`src/rtl/five_bit_down_counter.sv`:
```
// rtl/five_bit_down_counter.sv - debounced push-button down counter with wrap-back and preset
module five_bit_down_counter #(
  parameter int WIDTH           = 5,
  parameter int DEBOUNCE_CYCLES = 16
) (
  input  logic             clock,
  input  logic             resetn,
  input  logic [WIDTH-1:0] max,
  input  logic             btn,
  input  logic             load,
  output logic [WIDTH-1:0] count,
  output logic             zero,
  output logic             dec_pulse,
  output logic             wrap
);

  // Stability counter only needs to reach DEBOUNCE_CYCLES-1.
  localparam int            CW          = (DEBOUNCE_CYCLES > 2) ? $clog2(DEBOUNCE_CYCLES) : 1;
  localparam logic [CW-1:0] STABLE_LAST = CW'(DEBOUNCE_CYCLES - 1);

  typedef enum logic [1:0] {
    S_IDLE      = 2'd0,
    S_PRESS_CHK = 2'd1,
    S_HELD      = 2'd2,
    S_REL_CHK   = 2'd3
  } state_t;

  logic             r_sync_meta;
  logic             r_sync;
  state_t           r_state;
  state_t           w_state_next;
  logic [CW-1:0]    r_stable;
  logic [CW-1:0]    w_stable_next;
  logic             w_press;
  logic             w_out_of_range;
  logic [WIDTH-1:0] r_count;
  logic [WIDTH-1:0] w_count_next;
  logic             w_wrap_next;
  logic             r_dec_pulse;
  logic             r_wrap;

  // Two-flop synchronizer for the asynchronous button level.
  always_ff @(posedge clock or negedge resetn) begin
    if (!resetn) begin
      r_sync_meta <= 1'b0;
      r_sync      <= 1'b0;
    end else begin
      r_sync_meta <= btn;
      r_sync      <= r_sync_meta;
    end
  end

  // Debounce FSM state and stability counter registers.
  always_ff @(posedge clock or negedge resetn) begin
    if (!resetn) begin
      r_state  <= S_IDLE;
      r_stable <= '0;
    end else begin
      r_state  <= w_state_next;
      r_stable <= w_stable_next;
    end
  end

  // Debounce next-state: a level must hold for DEBOUNCE_CYCLES checks to be accepted.
  always_comb begin
    w_state_next  = r_state;
    w_stable_next = r_stable;
    case (r_state)
      S_IDLE: begin
        if (r_sync) begin
          w_state_next  = S_PRESS_CHK;
          w_stable_next = '0;
        end
      end
      S_PRESS_CHK: begin
        if (!r_sync) begin
          w_state_next = S_IDLE;
        end else if (r_stable == STABLE_LAST) begin
          w_state_next = S_HELD;
        end else begin
          w_stable_next = r_stable + CW'(1);
        end
      end
      S_HELD: begin
        if (!r_sync) begin
          w_state_next  = S_REL_CHK;
          w_stable_next = '0;
        end
      end
      S_REL_CHK: begin
        if (r_sync) begin
          w_state_next = S_HELD;
        end else if (r_stable == STABLE_LAST) begin
          w_state_next = S_IDLE;
        end else begin
          w_stable_next = r_stable + CW'(1);
        end
      end
      default: begin
        w_state_next  = S_IDLE;
        w_stable_next = '0;
      end
    endcase
  end

  // Accepted press: the PRESS_CHK -> HELD transition.
  always_comb begin
    w_press = (r_state == S_PRESS_CHK) && r_sync && (r_stable == STABLE_LAST);
  end

  // Next counter value: load wins; a press wraps to max when at zero or above max.
  always_comb begin
    w_out_of_range = (r_count == '0) || (r_count > max);
    w_count_next   = r_count;
    w_wrap_next    = 1'b0;
    if (load) begin
      w_count_next = max;
    end else if (w_press) begin
      if (w_out_of_range) begin
        w_count_next = max;
        w_wrap_next  = 1'b1;
      end else begin
        w_count_next = r_count - WIDTH'(1);
      end
    end
  end

  // Counter and single-cycle event flags.
  always_ff @(posedge clock or negedge resetn) begin
    if (!resetn) begin
      r_count     <= '0;
      r_dec_pulse <= 1'b0;
      r_wrap      <= 1'b0;
    end else begin
      r_count     <= w_count_next;
      r_dec_pulse <= w_press;
      r_wrap      <= w_wrap_next;
    end
  end

  assign count     = r_count;
  assign zero      = (r_count == '0);
  assign dec_pulse = r_dec_pulse;
  assign wrap      = r_wrap;

endmodule
```
`config.mk`:
```
export PLATFORM = sky130hd
export DESIGN_NAME = five_bit_down_counter
export DESIGN_NICKNAME = d
export VERILOG_FILES = /design/src/rtl/five_bit_down_counter.sv
export SDC_FILE = /design/constraint.sdc
export NUM_CORES = 1
export LEC_CHECK = 0
export ABC_AREA = 1
export BUFFER_PORTS_ARGS = -buffer_cell sky130_fd_sc_hd__buf_2
export CAP_MARGIN = 5
export CORE_UTILIZATION = 57
export DETAILED_ROUTE_END_ITERATION = 10
export PLACE_DENSITY = 0.91
export SYNTH_ARGS = -nofsm -noshare
export SYNTH_HDL_FRONTEND = slang
export SYNTH_SLANG_ARGS = --single-unit
```
`constraint.sdc`:
```
create_clock -name clock -period 2.89 [get_ports clock]
set_input_delay 0.578 -clock clock [delete_from_list [all_inputs] [get_ports clock]]
set_output_delay 0.578 -clock clock [all_outputs]
set_load 0.03 [all_outputs]
```
### Word level (Yosys, flattened, before mapping)

Index checks and enable logic that the tools add are counted.

* div/mod/pow operators: 0
* shift operators: 0
* equal/unequal tests: 10
* bitwise operators: 0
* order comparisons: 1
* add/sub/neg operators: 2
* muxes and demuxes: 19
* $mul: 0
* reductions and logical operators: 8

Operators with widths (number)
* $mux W4: 5
* $pmux W4 S4: 1
* $mux W5: 3
* $mux W2: 6
* $ne A2 B2 Y1 const B: 4
* $pmux W2 S4: 1
* $reduce_and A4 Y1: 2
* $ne A3 B3 Y1 const B: 2
* $gt A5 B5 Y1: 1
* $logic_not A5 Y1: 1
* $sub A5 B1 Y5 const B: 1
* $add A4 B1 Y4 const B: 1
* $eq A2 B2 Y1 const B: 2
* $eq A4 B4 Y1 const B: 1
* $mux W1: 3
* $eq A2 B1 Y1 const B: 1
* $logic_and A1 B1 Y1: 2
* $logic_not A2 Y1: 1
* $reduce_bool A2 Y1: 1
* $logic_or A1 B1 Y1: 1

* latch bits: 0
* ROM bits: 0
* memories kept: 0
* word-level logic and storage cells: 47
* input port bits: 9
* register bits after elaboration: 15
* memory bits (writable): 0

### Longest topological paths before layout

Gate-level depths: netlist (run 1).

* depth after elaboration: 5
* gate-level depth with buffers: 11
* mapped depth without buffers: 11

### Worst setup path before layout (run 1)

No wires, ideal clock.

* kind: register to output
* start: register r_count[0] (netlist: count[0])
* end: output zero
* stages on the path, launching flop included: 7
* arrival time: 1.358 ns
* path buffers: 0
* setup slack: 0.954 ns
* cells stage by stage: dfrtp_1 > inv_1 > ha_1 > nand2_1 > nor2_1 > nand2_1 > inv_1

* word-level cells in the longest chain between the ends: 1

Ends and longest elaborated chain
* start, declared: line 36 `logic [WIDTH-1:0] r_count;`
* start signal, assigned: line 135 `r_count <= w_count_next;`
* $logic_not A5 Y1: line 142 `assign zero = (r_count == '0);`
* end, declared: line 12 `output logic zero,`

Every way passes these cells.

### Worst setup path after layout (run 1)

* start: register r_count[1] (netlist: count[1])
* end: output zero

The elaborated chain is that of the path after synthesis.

==> run metrics, run 1 <==
CP Class flop to primary output; largest net degree at the start of global routing 16; Die Span X 41.2 um; Ys Warns 0; first-pass GRT wire length 2570 um; Worst Path Max Fanout 7; worst reg2reg startpoint count[2]$_DFFE_PN0P_; NetSw 0.258 mW; GRT Total Usage 24.7%; placed wire-length estimate 1350 um; Mapped Nets 126; register area share after synthesis 42.8%; RSZ-0062 raised after global routing no; Clock transition at path regs 0.09 ns; worst slew pin tran 0.309 ns; Synth cell types 21; die height 41.2 um; CP endpoint kind primary output; slowest CP cell dfrtp_1; # placed instances 141; DRT Pass-1 Iters 4; final hold vios 0; Critical Path Start Type flop; routing layer with the top usage in global route met2; CTS Hold Bufs 0; Synth top cells by count 27 x nand2_1, 19 x inv_1, 15 x dfrtp_1; WHS 0.177 ns; Root Buffer clkbuf_4; Starting Density 64.2%; combinational cell fraction of total power 39.2%; Pleak 0.601 nW; PostCTS Resize Cnt 0; starting DRC count in detailed routing 14; status completed; post-layout total power 0.629 mW; clock tree buffer depth 2; VDD IR-drop max 0.371 mV; Synth Flop Type dfrtp_1; setup repair bufs after CTS 0; DRT Wirelength 1690 um; Power Dens Cells 627 mW/mm^2; Worst Setup SP count[1]$_DFFE_PN0P_; Tcrit/Tclk final 77.7%; WL/cell 11.7 um; most common cell in the netlist nand2_1; Sum Neg Setup Slack 0 ns; I/O pins 17; Cell Rows 13; met3 usage 3.26%; Post-synth ARST share 100%; clock network power share 18.1%; # setup viols final 0; met2 Use GR 45.7%; worst stage delay on the critical path 0.43 ns; Post-Synthesis Cells 110; Post-synth EDFFs 0; die area 0.00170 sq mm; routed via count 766; routed vias/inst 5.28; data required time at the worst endpoint 2.31 ns; area grow syn2layout 14.4%; fin crit period 2.24 ns; number of port buffers 16; initial antenna violation count 0; Yosys reg bits 15; Max Cap Viol 0; core area 0.00137 sq mm; vias in the first global route 662; Skew-Pair Late Insertion Delay 0.27 ns; largest cells by area after synthesis dfrtp_1 43%, nand2_1 12%, ha_1 10%, inv_1 8.1%, nand3_1 4.6%; CTS H-tree depth 1; HP Class input port to asynchronous set/reset pin; critical path cell sequence inv_1, ha_1, nand2_1, nor2_1, nand2_1, inv_1, buf_2; Mapped Area 877 sq um; number of buffers created by CTS 3; Buf/Inv on CP 3; Slew Viols, Final 0; top cell family by delay on the critical path flip-flops; GP Congestion 0.850; met1 Resource Use GR 27.2%; Yosys top cell area share 42.8%; Switching Share 41.0%; Final nets 147; grt total ovfl 0; Fin Clk Skew 0.00496 ns; post-route ant nets 0; # diodes 0; sequential cell fraction of total power 42.8%; CTS tree done; CTS sink cnt 15; Syn Area/Cell 7.97 sq um; fin cells 145; Rel. slew slack 79.4%; DR DRC count 0; ratio of cells with drive above 1 in the final layout 22.3%; Power Internal 0.371 mW; max frequency 0.446 GHz; cell accounting for the most synthesized area dfrtp_1; Data arrival, critical path 1.67 ns
-- flip-flops by register name, indices dropped and copies added (netlist names), named ones only --
register,cells
r_sync_meta,1
r_state,1
r_sync,1
count,5
dec_pulse,1
r_stable,4
wrap,1
-- power groups by stage --
stage	Clock (mW)	Sequential [mW]	Combinational, mW
global placement	0	0.272	0.235
global route	0.127	0.273	0.279
CTS	0.118	0.269	0.247
detailed placement	0	0.272	0.246
floorplan	0	0.303	0.144
finish	0.114	0.269	0.246
-- routing by layer --
layer / part of all wire (%) / up-vias
met1: 41 / 351
met5: 0 / -
li1: - / 398
met4: 1.1 / 0
met2: 56 / 15
met3: 2.0 / 2
-- final timing paths --
check | slack, ns | cells after the start | end
min | 0.18 | 1 | r_sync_meta$_DFF_PN0_
min reg2reg | 0.36 | 0 | r_sync$_DFF_PN0_
max | 0.65 | 7 | zero
max in group asynchronous | 2.48 | 1 | asynchronous set/reset pin
max reg2reg | 1.24 | 10 | count[3]$_DFFE_PN0P_
min in group clock | 0.36 | 0 | r_sync$_DFF_PN0_
-- through the flow --
step | utilization, % | cell area (sq um) | worst slack, ns
floorplan | - | 877 | 0.954
global placement | 71.4 | 976 | 0.998
detailed placement | 71.4 | 976 | 0.968
CTS | 73.4 | 1000 | 0.643
global route | 73.4 | 1000 | 0.474
finish | 73.4 | 1000 | 0.645
-- cell type report --
type	instances	area (sq um)
Sequential cell	15	375
Fill cell	105	363
Tap cell	15	18.8
Clock inverter	1	5.00
Inverter	22	82.6
Multi-Input combinational cell	73	419
Timing Repair Buffer	16	80.1
Clock buffer	3	22.5
-- logic make-up (layout without fill, tap and decap cells) --
family / Yosys count / in the layout / synth area share, %
buffers and inverters: 22 / 42 / 9.42
adders and majority gates: 7 / 7 / 9.99
xor gates and xnor gates: 2 / 2 / 2.00
and+or+nand+nor: 52 / 52 / 28.0
DFF: 15 / 15 / 42.8
AOI/OAI and AO/OA: 12 / 12 / 7.85
-- layout by cell type, fill, tap and decap left out, types with 4 or more instances in the layout --
cell type  count
buf_2         16
nor2_1         5
o21ai_0        4
nand4_1        5
dfrtp_1       15
a21oi_1        4
nand2_1       27
inv_1         19
ha_1           7
nand3_1        8
No activity file was read; power rests on OpenSTA's default activity.
==> run 2, diff against run 1 <==
--- a/config.mk
+++ b/config.mk
@@ -5,12 +5,12 @@
 export SDC_FILE = /design/constraint.sdc
 export NUM_CORES = 1
 export LEC_CHECK = 0
-export ABC_AREA = 1
+export ABC_AREA = 0
 export BUFFER_PORTS_ARGS = -buffer_cell sky130_fd_sc_hd__buf_2
 export CAP_MARGIN = 5
-export CORE_UTILIZATION = 57
+export CORE_UTILIZATION = 47
 export DETAILED_ROUTE_END_ITERATION = 10
-export PLACE_DENSITY = 0.91
+export PLACE_DENSITY = 0.81
 export SYNTH_ARGS = -nofsm -noshare
 export SYNTH_HDL_FRONTEND = slang
 export SYNTH_SLANG_ARGS = --single-unit
==> constraint.sdc (replaced) <==
create_clock -name clock -period 1.9 [get_ports clock]
set_input_delay 0.38 -clock clock [delete_from_list [all_inputs] [get_ports clock]]
set_output_delay 0.38 -clock clock [all_outputs]
set_load 0.03 [all_outputs]
==> run metrics, run 2 <==
# diodes 0 (unchanged); fin crit period 1.98 ns; Synth top cells by count 15 x dfrtp_1, 9 x inv_1, 7 x a21oi_1, 7 x ha_1, 7 x nand2_1 (was 27 x nand2_1, 19 x inv_1, 15 x dfrtp_1); CTS H-tree depth 1 (unchanged); grt total ovfl 0 (unchanged); Yosys top cell area share 42.5% (was 42.8%); Root Buffer clkbuf_4 (unchanged); VDD IR-drop max 0.711 mV (was 0.371 mV); slowest CP cell dfrtp_2 (was dfrtp_1); Rel. slew slack 78.0% (was 79.4%); Yosys reg bits 15 (unchanged); most common cell in the netlist dfrtp_1 (was nand2_1); Switching Share 40.5% (was 41.0%); DRT Wirelength 1980 um (was 1690 um); cell accounting for the most synthesized area dfrtp_1 (unchanged); DRT Pass-1 Iters 4 (unchanged); Largest register FFs 5 (unchanged); largest net degree at the start of global routing 16 (unchanged); status finished, violations left (was completed); clock network power share 11.7% (was 18.1%); WL/cell 13.4 um (was 11.7 um); Buf/Inv on CP 1 (was 3); number of port buffers 16 (unchanged); CP Class flop to flop (was flop to primary output); first-pass GRT wire length 3070 um (was 2570 um); Slew Viols, Final 0 (unchanged); placed wire-length estimate 1480 um (was 1350 um); commonest cells after routing, fill and taps aside 17 x buf_4, 15 x buf_2, 10 x dfrtp_1, 7 x inv_1, 7 x nand2_1 (was 27 x nand2_1, 19 x inv_1, 16 x buf_2, 15 x dfrtp_1, 8 x nand3_1); Synth Flop Type dfrtp_1 (unchanged); area grow syn2layout 45.8% (was 14.4%); Cell Rows 15 (was 13); Starting Density 50.6% (was 64.2%); Power Internal 0.900 mW (was 0.371 mW); largest cells by area after synthesis dfrtp_1 42%, ha_1 9.9%, a21oi_1 4.0%, a22o_1 4.0%, inv_1 3.8% (was dfrtp_1 43%, nand2_1 12%, ha_1 10%, inv_1 8.1%, nand3_1 4.6%); GRT Total Usage 21.9% (was 24.7%); Pleak 0.599 nW (was 0.601 nW); # setup viols final 3 (was 0); routed via count 763 (was 766); Fin Clk Skew 0.00349 ns (was 0.00496 ns); Clock transition at path regs 0.08 ns (was 0.09 ns); CP endpoint kind flop (was primary output); Tcrit/Tclk final 104%; Placed Area 0.00116 sq mm (was 976 sq um); combinational cell fraction of total power 58.9% (was 39.2%); final hold vios 0 (unchanged); Syn Area/Cell 10.5 sq um (was 7.97 sq um); sequential cell fraction of total power 29.4% (was 42.8%); post-route ant nets 0 (unchanged); core area 0.00175 sq mm (was 0.00137 sq mm); Mapped Area 883 sq um (was 877 sq um); Layout Cell Area excl Fill 0.00129 sq mm (was 0.00100 sq mm); WHS 0.197 ns (was 0.177 ns); Synth cell types 29 (was 21); CTS sink cnt 15 (unchanged); Post-synth ARST share 100% (unchanged); routed vias/inst 5.16 (was 5.28); data required time at the worst endpoint 2.07 ns (was 2.31 ns); GP Congestion 0.872 (was 0.850); number of buffers created by CTS 3 (unchanged); Mapped Nets 100 (was 126); # placed instances 140 (was 141); worst stage delay on the critical path 0.44 ns (was 0.43 ns); Critical Path Start Type flop (unchanged); Final nets 140 (was 147); final setup margin -0.0785 ns (was 0.645 ns); Skew-Pair Late Insertion Delay 0.28 ns (was 0.27 ns); clock tree buffer depth 2 (unchanged); register area share after synthesis 42.5% (was 42.8%); Max Cap Viol 0 (unchanged); DP Worst Slack -0.221 ns (was 0.968 ns); CTS tree done (unchanged); Power Dens Cells 1170 mW/mm^2 (was 627 mW/mm^2); HP Class input port to flop (was input port to asynchronous set/reset pin); ratio of cells with drive above 1 in the final layout 51.2% (was 22.3%); Data arrival, critical path 2.15 ns (was 1.67 ns); RSZ-0062 raised after global routing yes (was no); failing checks setup timing; Post-Synthesis Cells 84 (was 110); starting DRC count in detailed routing 15 (was 14); fin cells 148 (was 145); die area 0.00206 sq mm (was 0.00170 sq mm); commonest non-fill, non-tap cell in the layout buf_4 (was nand2_1); top cell family by delay on the critical path flip-flops (unchanged); NetSw 0.613 mW (was 0.258 mW); I/O pins 17 (unchanged); Die Span X 45.4 um (was 41.2 um); initial antenna violation count 0 (unchanged); critical path cell sequence ha_4, nand4_1, or2_4, a211oi_4, buf_6, mux2i_2, o2bb2a_4 (was inv_1, ha_1, nand2_1, nor2_1, nand2_1, inv_1, buf_2); max frequency 0.505 GHz; DR DRC count 0 (unchanged); vias in the first global route 744 (was 662); worst slew pin tran 0.331 ns (was 0.309 ns); die height 45.4 um (was 41.2 um); Post-synth EDFFs 0 (unchanged); Worst Path Max Fanout 4 (was 7); Ys Warns 0 (unchanged); Sum Neg Setup Slack -0.139 ns (was 0 ns)
## run 2: final cells by class
class,instances,area (sq um)
repair buffers,36,246
flip-flops and latches,15,382
inverters,9,33.8
well taps,25,31.3
clock buffers,4,26.3
fillers,137,458
multi-input cells,59,568
## run 2: routing by layer
layer	share of wire, %	up-vias	wire length (um)	track usage (%)
met5	0	-	0	0
met4	1.5	0	30	9.70
met3	2.5	5	50	6.00
met2	52	12	1020	37.1
met1	44	361	876	25.8
li1	-	385	-	-
## run 2: power groups by stage
stage	logic, mW	clock network [mW]	registers (mW)
after global placement	0.717	0	0.445
final	0.892	0.176	0.445
after global routing	0.969	0.197	0.452
after CTS	0.813	0.184	0.444
after floorplan	0.354	0	0.566
after detailed placement	0.752	0	0.450
## run 2: what timing repair did
item,in CTS,in global routing
resized for setup,7,9
pin swaps,4,5
buffers inserted,4,0
endpoints found under the setup margin,5,6
hold buffers,1,0
endpoints found under the hold margin,15,0
gates cloned,0,0
## run 2: stage by stage
step                      utilization [%]  power [mW]
final                                73.8        1.51
after CTS                            71.2        1.44
after global routing                 73.8        1.62
after global placement               66.7        1.16
after detailed placement             66.7        1.20
after floorplan                         -       0.920
## run 2: worst paths after layout
check / end / start / slack [ns] / depth (start not counted)
max in group asynchronous: count[1]$_DFFE_PN0P_ / resetn / 1.10 / 2
min in group asynchronous: asynchronous set/reset pin / resetn / 0.53 / 2
worst min register to register: r_sync$_DFF_PN0_ / r_sync_meta$_DFF_PN0_ / 0.36 / 0
worst max-delay path: count[2]$_DFFE_PN0P_ / count[2]$_DFFE_PN0P_ / -0.08 / 7
worst min-delay path: r_sync_meta$_DFF_PN0_ / btn / 0.20 / 1
worst max register to register: count[2]$_DFFE_PN0P_ / count[2]$_DFFE_PN0P_ / -0.08 / 7
## run 2: cell families (layout without fill, tap and decap cells)
family,after synthesis,count (layout),share of synthesized area [%]
flops,15,15,42.5
fa+ha+maj,7,7,9.91
buf+inv,10,49,4.39
mux,5,5,6.09
simple gates,25,25,16.7
compound gates,21,21,19.4
xor+xnor,1,1,0.992
==> run 3, diff against run 2 <==
--- a/config.mk
+++ b/config.mk
@@ -10,7 +10,7 @@
 export CAP_MARGIN = 5
 export CORE_UTILIZATION = 47
 export DETAILED_ROUTE_END_ITERATION = 10
-export PLACE_DENSITY = 0.81
+export PLACE_DENSITY = 0.68
 export SYNTH_ARGS = -nofsm -noshare
 export SYNTH_HDL_FRONTEND = slang
 export SYNTH_SLANG_ARGS = --single-unit
==> run metrics, run 3 (synthesized netlist as in run 2, its figures left out) <==
Worst Setup SP count[2]$_DFFE_PN0P_ (unchanged); status finished, violations left (unchanged); CTS sink cnt 15 (unchanged); failing checks setup timing (unchanged); Register-to-Register Path Depth 7 (unchanged); initial antenna violation count 0 (unchanged); final hold vios 0 (unchanged); core area 0.00175 sq mm (unchanged); Tcrit/Tclk final 103% (was 104%); Slew Viols, Final 0 (unchanged); Clock transition at path regs 0.08 ns (about the same); CP Class flop to flop (unchanged); Critical Path Start Type flop (unchanged); final setup margin -0.0480 ns (was -0.0785 ns); post-route ant nets 0 (unchanged); commonest non-fill, non-tap cell in the layout buf_4 (unchanged); Skew-Pair Late Insertion Delay 0.28 ns (about the same); Hold EP r_sync_meta$_DFF_PN0_ (unchanged); clock tree buffer depth 2 (unchanged); Final Util 74.5% (was 73.8%); max frequency 0.513 GHz (was 0.505 GHz); die area 0.00206 sq mm (unchanged); Starting Density 50.6% (unchanged); commonest cells after routing, fill and taps aside 18 x buf_4, 15 x buf_2, 10 x dfrtp_1, 7 x nand2_1, 6 x inv_1 (was 17 x buf_4, 15 x buf_2, 10 x dfrtp_1, 7 x inv_1, 7 x nand2_1); Rel. slew slack 72.2% (was 78.0%); area grow syn2layout 47.2% (was 45.8%); first-pass GRT wire length 3080 um (was 3070 um); GRT Total Usage 21.7% (was 21.9%); # fillers 116 (was 137); Worst Path Max Fanout 4 (unchanged); largest net degree at the start of global routing 16 (unchanged); Final nets 141 (was 140); WL/cell 13.2 um (was 13.4 um); Reg2Reg Setup Slack -0.05 ns (was -0.08 ns); DRT Wirelength 1970 um (was 1980 um); Max Cap Viol 0 (unchanged); Power Internal 0.928 mW (was 0.900 mW); fin crit period 1.95 ns (was 1.98 ns); worst slew pin tran 0.415 ns (was 0.331 ns); starting DRC count in detailed routing 5 (was 15); worst reg2reg startpoint count[2]$_DFFE_PN0P_ (unchanged); DR DRC count 0 (unchanged); Largest register FFs 5 (unchanged); HP Class input port to flop (unchanged); I/O pins 17 (unchanged); routed via count 772 (was 763); DRT Pass-1 Iters 4 (unchanged); worst r2r dst count[2]$_DFFE_PN0P_ (unchanged); number of buffers created by CTS 3 (unchanged); Fin Clk Skew 0.00282 ns (was 0.00349 ns); vias in the first global route 728 (was 744); CTS tree done (unchanged); sequential cell fraction of total power 28.7% (was 29.4%); Cell Rows 15 (unchanged); # diodes 0 (unchanged); number of port buffers 16 (unchanged); RSZ-0062 raised after global routing yes (unchanged); Root Buffer clkbuf_4 (unchanged); CP endpoint kind flop (unchanged); routed vias/inst 5.18 (was 5.16); NetSw 0.619 mW (was 0.613 mW); Pleak 0.604 nW (was 0.599 nW); combinational cell fraction of total power 59.8% (was 58.9%); clock network power share 11.5% (was 11.7%); Data arrival, critical path 2.13 ns (was 2.15 ns); post-layout total power 1.55 mW (was 1.51 mW); ratio of cells with drive above 1 in the final layout 52.4% (was 51.2%); Layout Cell Area excl Fill 0.00130 sq mm (was 0.00129 sq mm); Placed Area 0.00117 sq mm (was 0.00116 sq mm); Sum Neg Setup Slack -0.0804 ns (was -0.139 ns); GP Congestion 0.761 (was 0.872); DP Worst Slack -0.199 ns (was -0.221 ns); CTS H-tree depth 1 (unchanged); placed wire-length estimate 1410 um (was 1480 um); VDD IR-drop max 0.800 mV (was 0.711 mV); grt total ovfl 0 (unchanged); data required time at the worst endpoint 2.08 ns (was 2.07 ns); Switching Share 40.0% (was 40.5%); Die Span X 45.4 um (unchanged); Power Dens Cells 1190 mW/mm^2 (was 1170 mW/mm^2); # setup viols final 2 (was 3); die height 45.4 um (unchanged); hold depth 1 (unchanged); critical hold path startpoint btn (unchanged)
==> run 3: cell types whose count changed in the layout (fill, tap and decap cells not counted) <==
cell,delta
inv_4,+2
buf_4,+1
inv_1,-1
inv_2,-1
==> run 3: worst max-delay path by stage <==
| stage | to |
|---|---|
| 4_1_cts | count[2]$_DFFE_PN0P_ |
| 6_report | count[2]$_DFFE_PN0P_ |
| 5_1_grt | count[2]$_DFFE_PN0P_ |
| 3_5_place_dp | count[1]$_DFFE_PN0P_ |
| 2_1_floorplan | count[2]$_DFFE_PN0P_ |
| 3_3_place_gp | count[1]$_DFFE_PN0P_ |
==> run 3: per-layer routing <==
layer  track usage, %  vias up  share of wire (%)
met3             7.20        2                4.7
met5                0        -                  0
met1             26.5      366                 45
li1                 -      387                  -
met4             5.45        0               0.25
met2             36.5       17                 50
==> run 3: critical path, cell delays in order, from the launching register on <==
cell and delay, ns:
dfrtp_2 0.44, ha_4 0.28, nand4_1 0.11, or2_4 0.26
a211oi_4 0.22, buf_6 0.15, mux2i_2 0.21, o2bb2a_4 0.17
==> run 3: repair_timing <==
action,in CTS,in global routing
endpoints found under the hold margin,15,0
setup endpoints to repair,3,5
hold buffers,1,0
setup buffers,3,0
pin swaps,3,6
gates resized for setup,11,8
==> run 3: power by group through the flow <==
stage	clock network, mW	registers (mW)	logic (mW)
6_report	0.178	0.444	0.925
3_5_place_dp	0	0.447	0.760
5_1_grt	0.200	0.450	0.996
4_1_cts	0.184	0.442	0.824
2_1_floorplan	0	0.566	0.354
3_3_place_gp	0	0.445	0.745
==> run 3: cell type report <==
| cell class | instances | area [sq um] | area share, % |
|---|---|---|---|
| multi-input combinational | 59 | 568 | 43.7 |
| sequential | 15 | 382 | 29.4 |
| timing repair buffer | 37 | 254 | 19.5 |
| inverter | 9 | 38.8 | 2.98 |
| tap | 25 | 31.3 | 2.41 |
| clock buffer | 4 | 26.3 | 2.02 |
==> run 3: per-stage QoR <==
stage          hold slack [ns]  std cells
6_report                 0.204        149
3_3_place_gp             0.300        141
3_5_place_dp             0.293        141
4_1_cts                  0.202        149
5_1_grt                  0.190        149
2_1_floorplan           0.0844         84
